File: src/rtl/fifo_rd_streamer.sv
// Streams words out of a synchronous FIFO into a valid/ready beat interface with a
// 2-entry skid buffer and m_last every BURST beats. Optional FIFO_RD_STREAMER_CNT_EN adds total_beats.
//
// state | meaning
// IDLE  | no reads issued, waiting for en
// RUN   | issuing FIFO reads while there is room and data
// STOP  | en dropped; draining in-flight and buffered beats
module fifo_rd_streamer #(
    parameter int DWIDTH = 16,
    parameter int BURST  = 4
) (
    input  logic              clk,
    input  logic              rstn,
    input  logic              en,
    input  logic              fifo_empty,
    output logic              fifo_rd_en,
    input  logic [DWIDTH-1:0] fifo_dout,
    output logic              m_valid,
    input  logic              m_ready,
    output logic [DWIDTH-1:0] m_data,
    output logic              m_last,
`ifdef FIFO_RD_STREAMER_CNT_EN
    output logic [15:0]       total_beats,
`endif
    output logic              busy
);

    localparam int CW = (BURST > 1) ? $clog2(BURST) : 1;
    localparam logic [CW-1:0] LAST_CNT = CW'(BURST - 1);

    typedef enum logic [1:0] {IDLE, RUN, STOP} state_t;

    state_t            state;
    logic [1:0]        occ;
    logic              inflight;
    logic [DWIDTH-1:0] buf1;
    logic [CW-1:0]     cnt;

    logic              pop;
    logic [2:0]        pending;
    logic [1:0]        occ_nxt;
    logic [CW-1:0]     cnt_nxt;

    // pending is the occupancy the buffer will have once the current read lands
    assign pop        = m_valid & m_ready;
    assign pending    = {1'b0, occ} + {2'b00, inflight} - {2'b00, pop};
    assign occ_nxt    = pending[1:0];
    assign fifo_rd_en = rstn & (state == RUN) & en & ~fifo_empty & (pending < 3'd2);
    assign cnt_nxt    = pop ? ((cnt == LAST_CNT) ? '0 : cnt + CW'(1)) : cnt;
    assign busy       = (state != IDLE);

    always_ff @(posedge clk) begin
        if (!rstn) begin
            state    <= IDLE;
            occ      <= 2'd0;
            inflight <= 1'b0;
            cnt      <= '0;
            m_valid  <= 1'b0;
            m_data   <= '0;
            m_last   <= 1'b0;
            buf1     <= '0;
        end else begin
            inflight <= fifo_rd_en;
            occ      <= occ_nxt;
            cnt      <= cnt_nxt;
            m_valid  <= (occ_nxt != 2'd0);
            m_last   <= (occ_nxt != 2'd0) && (cnt_nxt == LAST_CNT);

            // m_data is the head entry, buf1 the second entry
            if (pop) begin
                if (inflight && occ == 2'd1)
                    m_data <= fifo_dout;
                else
                    m_data <= buf1;
                if (inflight && occ == 2'd2)
                    buf1 <= fifo_dout;
            end else if (inflight) begin
                if (occ == 2'd0)
                    m_data <= fifo_dout;
                else
                    buf1 <= fifo_dout;
            end

            case (state)
                IDLE: if (en) state <= RUN;
                RUN:  if (!en) state <= STOP;
                STOP: begin
                    if (en)
                        state <= RUN;
                    else if (!inflight && occ == 2'd0)
                        state <= IDLE;
                end
                default: state <= IDLE;
            endcase
        end
    end

`ifdef FIFO_RD_STREAMER_CNT_EN
    always_ff @(posedge clk) begin
        if (!rstn)
            total_beats <= 16'd0;
        else if (pop && total_beats != 16'hFFFF)
            total_beats <= total_beats + 16'd1;
    end
`endif

endmodule

File: config.mk
export PLATFORM = sky130hd
export DESIGN_NAME = fifo_rd_streamer
export DESIGN_NICKNAME = d
export VERILOG_FILES = /design/src/rtl/fifo_rd_streamer.sv
export SDC_FILE = /design/constraint.sdc
export NUM_CORES = 1
export LEC_CHECK = 0
export ABC_CLOCK_PERIOD_IN_PS = 2150
export CAP_MARGIN = 25
export CORE_MARGIN = 2
export CORE_UTILIZATION = 44
export DETAILED_ROUTE_END_ITERATION = 16
export PLACE_DENSITY_LB_ADDON = 0.25
export SLEW_MARGIN = 0
export SYNTH_ARGS = -nofsm -noshare
export SYNTH_HDL_FRONTEND = slang
export SYNTH_SLANG_ARGS = --single-unit
File: constraint.sdc
create_clock -name clk -period 2.15 [get_ports clk]
set_input_delay 0.3225 -clock clk [delete_from_list [all_inputs] [get_ports clk]]
set_output_delay 0.3225 -clock clk [all_outputs]
set_load 0.005 [all_outputs]
# --- Word-level counts from Yosys, hierarchy flattened ---
# Index checks and enable logic that the tools add are counted.
word_totals:
  output_inout_bits: 20
  register_bits: 41
  rom_bits: 0
  memories: 0
  input_bits: 21
  ramBits: 0
  latchBits: 0
  word_cells: 58
op_classes:
  magnitude_cmp: 1
  n_eq_ne: 11
  reduce_logical: 14
  n_shift: 0
  mux: 15
  n_div: 0
  bitwise_logic: 6
  addsub: 3
  n_mul: 0
ops:
  columns: ["op", "count"]
  rows:
  - ["2-to-1 mux 16 bit", 8]
  - ["2-to-1 mux 2 bit", 6]
  - ["equality test 2 bit, second input constant", 4]
  - ["nonzero test 2 bit", 4]
  - ["!= test 2 bit, second input constant", 3]
  - ["one-hot mux 2 bit (3 select lines)", 1]
  - ["AND reduction 3 bit", 2]
  - ["bitwise AND 1 bit", 5]
  - ["equality test 2 x 1 -> 1 bit, second input constant", 2]
  - ["logical AND 1 bit", 4]
  - ["zero test 2 bit", 2]
  - ["adder 2 x 1 -> 3 bit", 1]
  - ["< comparator 3 x 2 -> 1 bit, second input constant", 1]
  - ["!= test 3 bit, second input constant", 1]
  - ["subtractor 3 x 1 -> 3 bit", 1]
  - ["adder 2 x 1 -> 2 bit, second input constant", 1]
  - ["!= test 2 x 1 -> 1 bit, second input constant", 1]
  - ["AND reduction 2 bit", 1]
  - ["zero test 1 bit", 1]
  - ["NOT 1 bit", 1]

# --- Longest topological paths before layout ---
# Gate-level depths: netlist of run 1.
logic_depth:
  ltp_word: 5
  depth_mapped: 7
  mapped_depth_nobuf: 7

# --- Least setup slack after synthesis of run 1 ---
# Ideal clock, no wire load.
synth_path:
  path_kind: "register to output"
  from: "register m_valid"
  to: "output port fifo_rd_en"
  path_stages_with_launch: 7
  slack_ps: -160
  t_arrival_ps: 1988
  path_buffers: 0
  path_cell_list: "dfxtp_1 nand2_2 ha_1 ha_1 fa_1 nor4_1 and3_1"
synth_between:
  elab_chain_cells: 4
synth_rtl:
  columns: ["item", "line_no", "text"]
  rows:
  - ["start, declared", "18", "output logic m_valid,"]
  - ["start signal, assigned", "66", "m_valid <= (occ_nxt != 2'd0);"]
  - ["bitwise AND 1 bit", "45", "assign pop = m_valid & m_ready;"]
  - ["subtractor 3 x 1 -> 3 bit", "46", "assign pending = {1'b0, occ} + {2'b00, inflight} - {2'b00, pop};"]
  - ["net pending[1]", "40", "logic [2:0] pending;"]
  - ["< comparator 3 x 2 -> 1 bit", "48", "assign fifo_rd_en = rstn & (state == RUN) & en & ~fifo_empty & (pending < 3'd2);"]
  - ["bitwise AND 1 bit", "48", null]
  - ["end, declared", "16", "output logic fifo_rd_en,"]
# The timed path passes the listed nets, and every way through them passes these cells.

# --- Worst setup path after layout of run 1 ---
# Same ends and word-level chain as after synthesis.

==> reports/metrics.csv, run 1 <==
metric,value,unit
drive_gt1_share,14.6,%
fp-row-count,22,
antenna_found_initial,0,
critPathKind,flop to primary output,
cts_tree,yes,
clk_latency,0.29,ns
worst_setup_path_start_kind,flop,
synth_edf_count,0,
fin_crit,2.45,ns
rr_startpoint,m_valid$_SDFF_PN0_,
syn-instance-count,187,
met2_usage,29.9,%
hold_violations,0,
crit_arrival,2.13,ns
pin_count,41,
violations,setup timing,
synth_cell_types,32,
diodes,0,
finalClockSkew,0.00210,ns
finalWirelength,3590,µm
root_buffer,clkbuf_8,
worst_slew_pin_slew,0.331,ns
outcome,"complete, but fails checks",
io_buffers,40,
max_cap_viol_count,0,
fin_nets,264,
slew_headroom,77.8,%
fmax,408,MHz
drtIter0Drc,61,
grtUsageMet3,4.73,%
grt_pass1_vias,1337,
synth_area_per_cell,9.25,µm²
area_growth_syn_to_layout,38.9,%
start_util,46.5,%
die_w,66.7,µm
hp-class,flop to flop,
grt_usage,18.5,%
startpoint,m_valid$_SDFF_PN0_,
die-area,0.00445,mm²
p_total,2130,µW
place_congestion,0.763,
num_vias,1418,
p_per_area,886,mW/mm²
dp_hpwl,2430,µm
cts_inserted_buffers,5,
antenna_left,0,
clock_sinks,41,
rsz0062_at_grt,true,
grt_max_degree,39,
n_fill_cell,319,
htree_levels,2,
required,1.83,ns
crit_fanout,2,
clk_path_buf_depth,2,
yosysWarnings,0,
clk_pin_slew_worst_paths,0.07,ns
ys_seq_area_share,47.5,%
p_leak,0.000867,µW
syn_nets,212,
vias_per_cell,4.94,
grt_pass1_wl,6050,µm
core,0.00372,mm²
remaining_drc_errors,0,
syn_area,0.00173,mm²
min_from,buf1[7]$_SDFFE_PN0P_,
grt_busiest_layer,met2,
fin_ws,-0.299,ns
dr.pass1.iters,4,
wl_per_cell,12.5,µm
vdd_drop_max,0.498,mV
die_h,66.7,µm
ys_ff_latch,41,
synth_ff_type,dfxtp_1,
met1_usage,23.3,%
finalSetupViolCount,1,
async_reset_ff_share,0,%
finalMaxSlewViolations,0,
place_ws,-0.986,ns
end_kind,primary output,
overflow,0,
fin_crit_sh,114,%
==> cell type report <==
class                      count  area [µm²]  area share (%)
inverter                       3        11.3           0.469
sequential                    41         826            34.4
tap                           48        60.1            2.50
multi-input combinational    132         880            36.6
timing repair buffer          56         539            22.4
clock buffer                   7        86.3            3.59
==> critical path: stages, from the launching register on <==
cell     delay [ns]
dfxtp_4        0.36
nand2_4        0.06
ha_4           0.25
ha_4           0.15
fa_1           0.46
nor4_2         0.28
and3_1         0.18
buf_2          0.10
==> registers in the layout (all words and copies together) (netlist names) <==
signal	flops
buf1	16
m_data	16
cnt	2
occ	2
state	2
inflight	1
m_last	1
m_valid	1
==> cell families after synthesis <==
| family | after synthesis | synth area share, % |
|---|---|---|
| simple gates | 70 | 20.7 |
| compound gates | 41 | 15.0 |
| flops | 41 | 47.5 |
| mux | 16 | 9.26 |
| buf+inv | 14 | 3.76 |
| fa+ha+maj | 4 | 3.33 |
| xor+xnor | 1 | 0.507 |
==> routing by layer <==
layer / part of all wire [%] / vias up
li1: - / 753
met1: 49 / 628
met2: 45 / 29
met3: 4.0 / 8
met4: 1.8 / 0
met5: 0 / -
==> where the power goes <==
group	internal [µW]	leakage [µW]	total (µW)	switching [µW]
Clock	254	0.0000443	496	241
Combinational	395	0.000489	703	309
Sequential	869	0.000333	929	59.8
==> cell usage in the layout (no fill, tap or decap), types with 3 or more instances in the layout <==
| cell | n |
|---|---|
| clkbuf_8 | 6 |
| clkdlybuf4s50_1 | 38 |
| nor2b_1 | 19 |
| mux2i_1 | 16 |
| dfxtp_1 | 39 |
| a21oi_1 | 3 |
| buf_4 | 14 |
| o21ai_0 | 15 |
| nand2_1 | 34 |
| nand3_1 | 3 |
| a31oi_1 | 17 |
==> path summary, 6_finish.rpt <==
path / endpoint / slack [ns] / cells after the start
max reg2reg: m_last$_SDFF_PN0_ / 0.29 / 7
min: m_data[7]$_SDFFE_PN0P_ / 0.47 / 2
min reg2reg: m_data[7]$_SDFFE_PN0P_ / 0.47 / 2
max: fifo_rd_en / -0.30 / 7
==> cells in the mapped netlist (2+ instances only) <==
library cell	count	share of area, %
and3_1	2	0.72
ha_1	3	2.2
nand3_1	3	0.87
inv_1	3	0.65
a21oi_1	3	0.87
a31oi_1	17	6.2
mux2i_1	16	9.3
nor2b_1	19	6.9
dfxtp_1	41	47
o21ai_0	15	4.3
or2_2	2	0.72
and2_1	2	0.72
clkbuf_1	9	2.0
nand2_1	34	7.4
==> repair_timing <==
item                       4_1_cts  5_1_grt
hold buffers                     0        0
resized for setup                8        0
setup buffers                    1        0
setup endpoints to repair        1        1
pin swaps                        4        0
==> through the flow <==
| stage | cells | hold WS (ns) | util, % | TNS [ns] | instance area [µm²] |
|---|---|---|---|---|---|
| 6_report | 287 | 0.472 | 64.6 | -0.299 | 2400 |
| 5_1_grt | 287 | 0.497 | 64.6 | -0.420 | 2400 |
| 4_1_cts | 287 | 0.470 | 64.6 | -0.290 | 2400 |
| 3_5_place_dp | 279 | 0.460 | 61.9 | -1.67 | 2300 |
| 3_3_place_gp | 279 | 0.446 | 61.9 | -1.43 | 2300 |
| 2_1_floorplan | 187 | 0.399 | - | 0 | 1750 |
Power figures use the tool's default switching activity.
==> run 2: changes to the inputs <==
--- a/config.mk
+++ b/config.mk
@@ -12,5 +12,4 @@
 export DETAILED_ROUTE_END_ITERATION = 16
 export PLACE_DENSITY_LB_ADDON = 0.25
-export SLEW_MARGIN = 0
 export SYNTH_ARGS = -nofsm -noshare
 export SYNTH_HDL_FRONTEND = slang
==> constraint.sdc (replaced) <==
create_clock -name clk -period 2.15 [get_ports clk]
set_input_delay 0.3225 -clock clk [delete_from_list [all_inputs] [get_ports clk]]
set_output_delay 0.3225 -clock clk [all_outputs]
set_load 0.01 [all_outputs]
==> run 2 against run 1 <==
  * The flow still finishes with violations (setup timing)
  * Worst hold slack worse by 0.026 ns
  * Routed wire length rose by 4.3%
  * Combinational power grew 6.3%
  * Sequential share of layout area fell by 0.21 points
  * Register-to-register slack worse by 0.08 ns
  * Critical endpoint unchanged
==> reports/metrics.csv, run 2 (synthesized netlist as in run 1, its figures left out) <==
metric,value,unit
outcome,"complete, but fails checks",
violations,setup timing,
p_int,1640,µW
hold_violations,0,
area_growth_syn_to_layout,39.8,%
cp_common_cell,ha_4,
grt_pass1_vias,1485,
dp_hpwl,2650,µm
final_common_cell,dfxtp_1,
worst_slew_pin_slew,0.304,ns
num_vias,1493,
core,0.00372,mm²
finalWirelength,3740,µm
layout_common_cells,"dfxtp_1 (39), clkdlybuf4s50_1 (38), nand2_1 (34)",
fin_nets,262,
fin_cells,286,
fin_crit_sh,114,%
drtIter0Drc,95,
swShare,28.6,%
combinationalPowerShare,32.4,%
clk_path_buf_depth,2,
end_kind,primary output,
p_total,2300,µW
switchingPower,658,µW
start_util,46.5,%
final_util,65.1,%
die-area,0.00445,mm²
antenna_left,0,
max_cap_viol_count,0,
pwr-share-clk,27.3,%
place_ws,-1.03,ns
worst_setup_path_start_kind,flop,
die_h,66.7,µm
pin_count,41,
wl_per_cell,13.1,µm
place_congestion,0.750,
htree_levels,2,
rsz0062_at_grt,true,
cts_inserted_buffers,5,
slew_headroom,79.8,%
antenna_found_initial,0,
crit_arrival,2.12,ns
fp-row-count,22,
hp-class,flop to flop,
fmax,409,MHz
p_seq_share,40.3,%
finalClockSkew,0.00547,ns
crit_buf_inv,2,
clk_latency,0.29,ns
p_leak,0.000871,µW
diodes,0,
fin_crit,2.44,ns
grt_usage,18.7,%
fin_ws,-0.294,ns
vdd_drop_max,0.557,mV
overflow,0,
cpLargestDelayFamily,adder cells,
io_buffers,40,
n_fill_cell,315,
p_per_area,953,mW/mm²
reg_top3,"buf1: 16 flops, m_data: 16 flops",
finalSetupViolCount,1,
dr.pass1.iters,4,
finalMaxSlewViolations,0,
dp.cells,277,
vias_per_cell,5.22,
root_buffer,clkbuf_8,
remaining_drc_errors,0,
crit_fanout,2,
cpPeakStageDelay,0.47,ns
ctsHoldBuffers,0,
die_w,66.7,µm
grt_pass1_wl,6340,µm
required,1.83,ns
critPathKind,flop to primary output,
slowest_stage,fa_1,
clock_sinks,41,
clk_pin_slew_worst_paths,0.07,ns
cp_cell_sequence,inv_2 -> ha_4 -> ha_4 -> fa_1 -> nor4_2 -> and3_1 -> buf_2,
grt_max_degree,39,
drive_gt1_share,14.3,%
cts_tree,yes,
==> run 2: changes by cell type in the layout (fill, tap and decap cells not counted), sizes merged <==
| cell | change |
|---|---|
| buf | -2 |
| bufinv | +1 |
==> run 2: layer usage <==
layer / vias up / part of all wire, % / global-route usage, %
met3: 5 / 3.6 / 3.21
met2: 31 / 48 / 32.9
li1: 745 / - / -
met4: 0 / 1.4 / 8.42
met5: - / 0 / 0
met1: 712 / 47 / 22.2
==> run 2: timing repair <==
item	4_1_cts	5_1_grt
hold endpoints to repair	0	0
gates resized for setup	7	0
setup endpoints to repair	1	1
pin swaps	3	0
buffers inserted	1	0
==> run 2: power groups by stage <==
stage / combinational, µW / sequential [µW] / clock [µW]
after floorplan: 327 / 991 / 0
after CTS: 754 / 929 / 640
after global routing: 817 / 939 / 677
after global placement: 707 / 939 / 0
after detailed placement: 735 / 944 / 0
final: 747 / 928 / 628
==> run 2: layout make-up <==
class / count / area (µm²) / share of cell area, %
clock buffer: 7 / 86.3 / 3.57
clock inverter: 1 / 30.0 / 1.24
inverter: 3 / 11.3 / 0.466
multi-input combinational: 132 / 880 / 36.4
sequential: 41 / 826 / 34.2
tap: 48 / 60.1 / 2.48
timing repair buffer: 54 / 524 / 21.7
==> run 2: stage by stage <==
step	hold slack, ns	setup TNS [ns]	instance area (µm²)
2_1_floorplan	0.399	-0.0358	1760
4_1_cts	0.449	-0.294	2420
6_report	0.446	-0.294	2420
5_1_grt	0.477	-0.409	2420
3_5_place_dp	0.437	-1.65	2290
3_3_place_gp	0.434	-1.39	2290
==> run 2: final timing paths <==
path,from,to,slack [ns],depth (start not counted)
min reg2reg,state[1]$_SDFFE_PN0P_,state[0]$_SDFFE_PN0P_,0.45,1
max,inflight$_SDFF_PN0_,fifo_rd_en,-0.29,7
min,state[1]$_SDFFE_PN0P_,state[0]$_SDFFE_PN0P_,0.45,1
max reg2reg,inflight$_SDFF_PN0_,m_last$_SDFF_PN0_,0.21,8
==> run 3: changes to the inputs <==
- HOLD_SLACK_MARGIN: not set -> 0.08
==> results of run 3 <==
Final layout, timing and power as in run 2 (identical DEF).
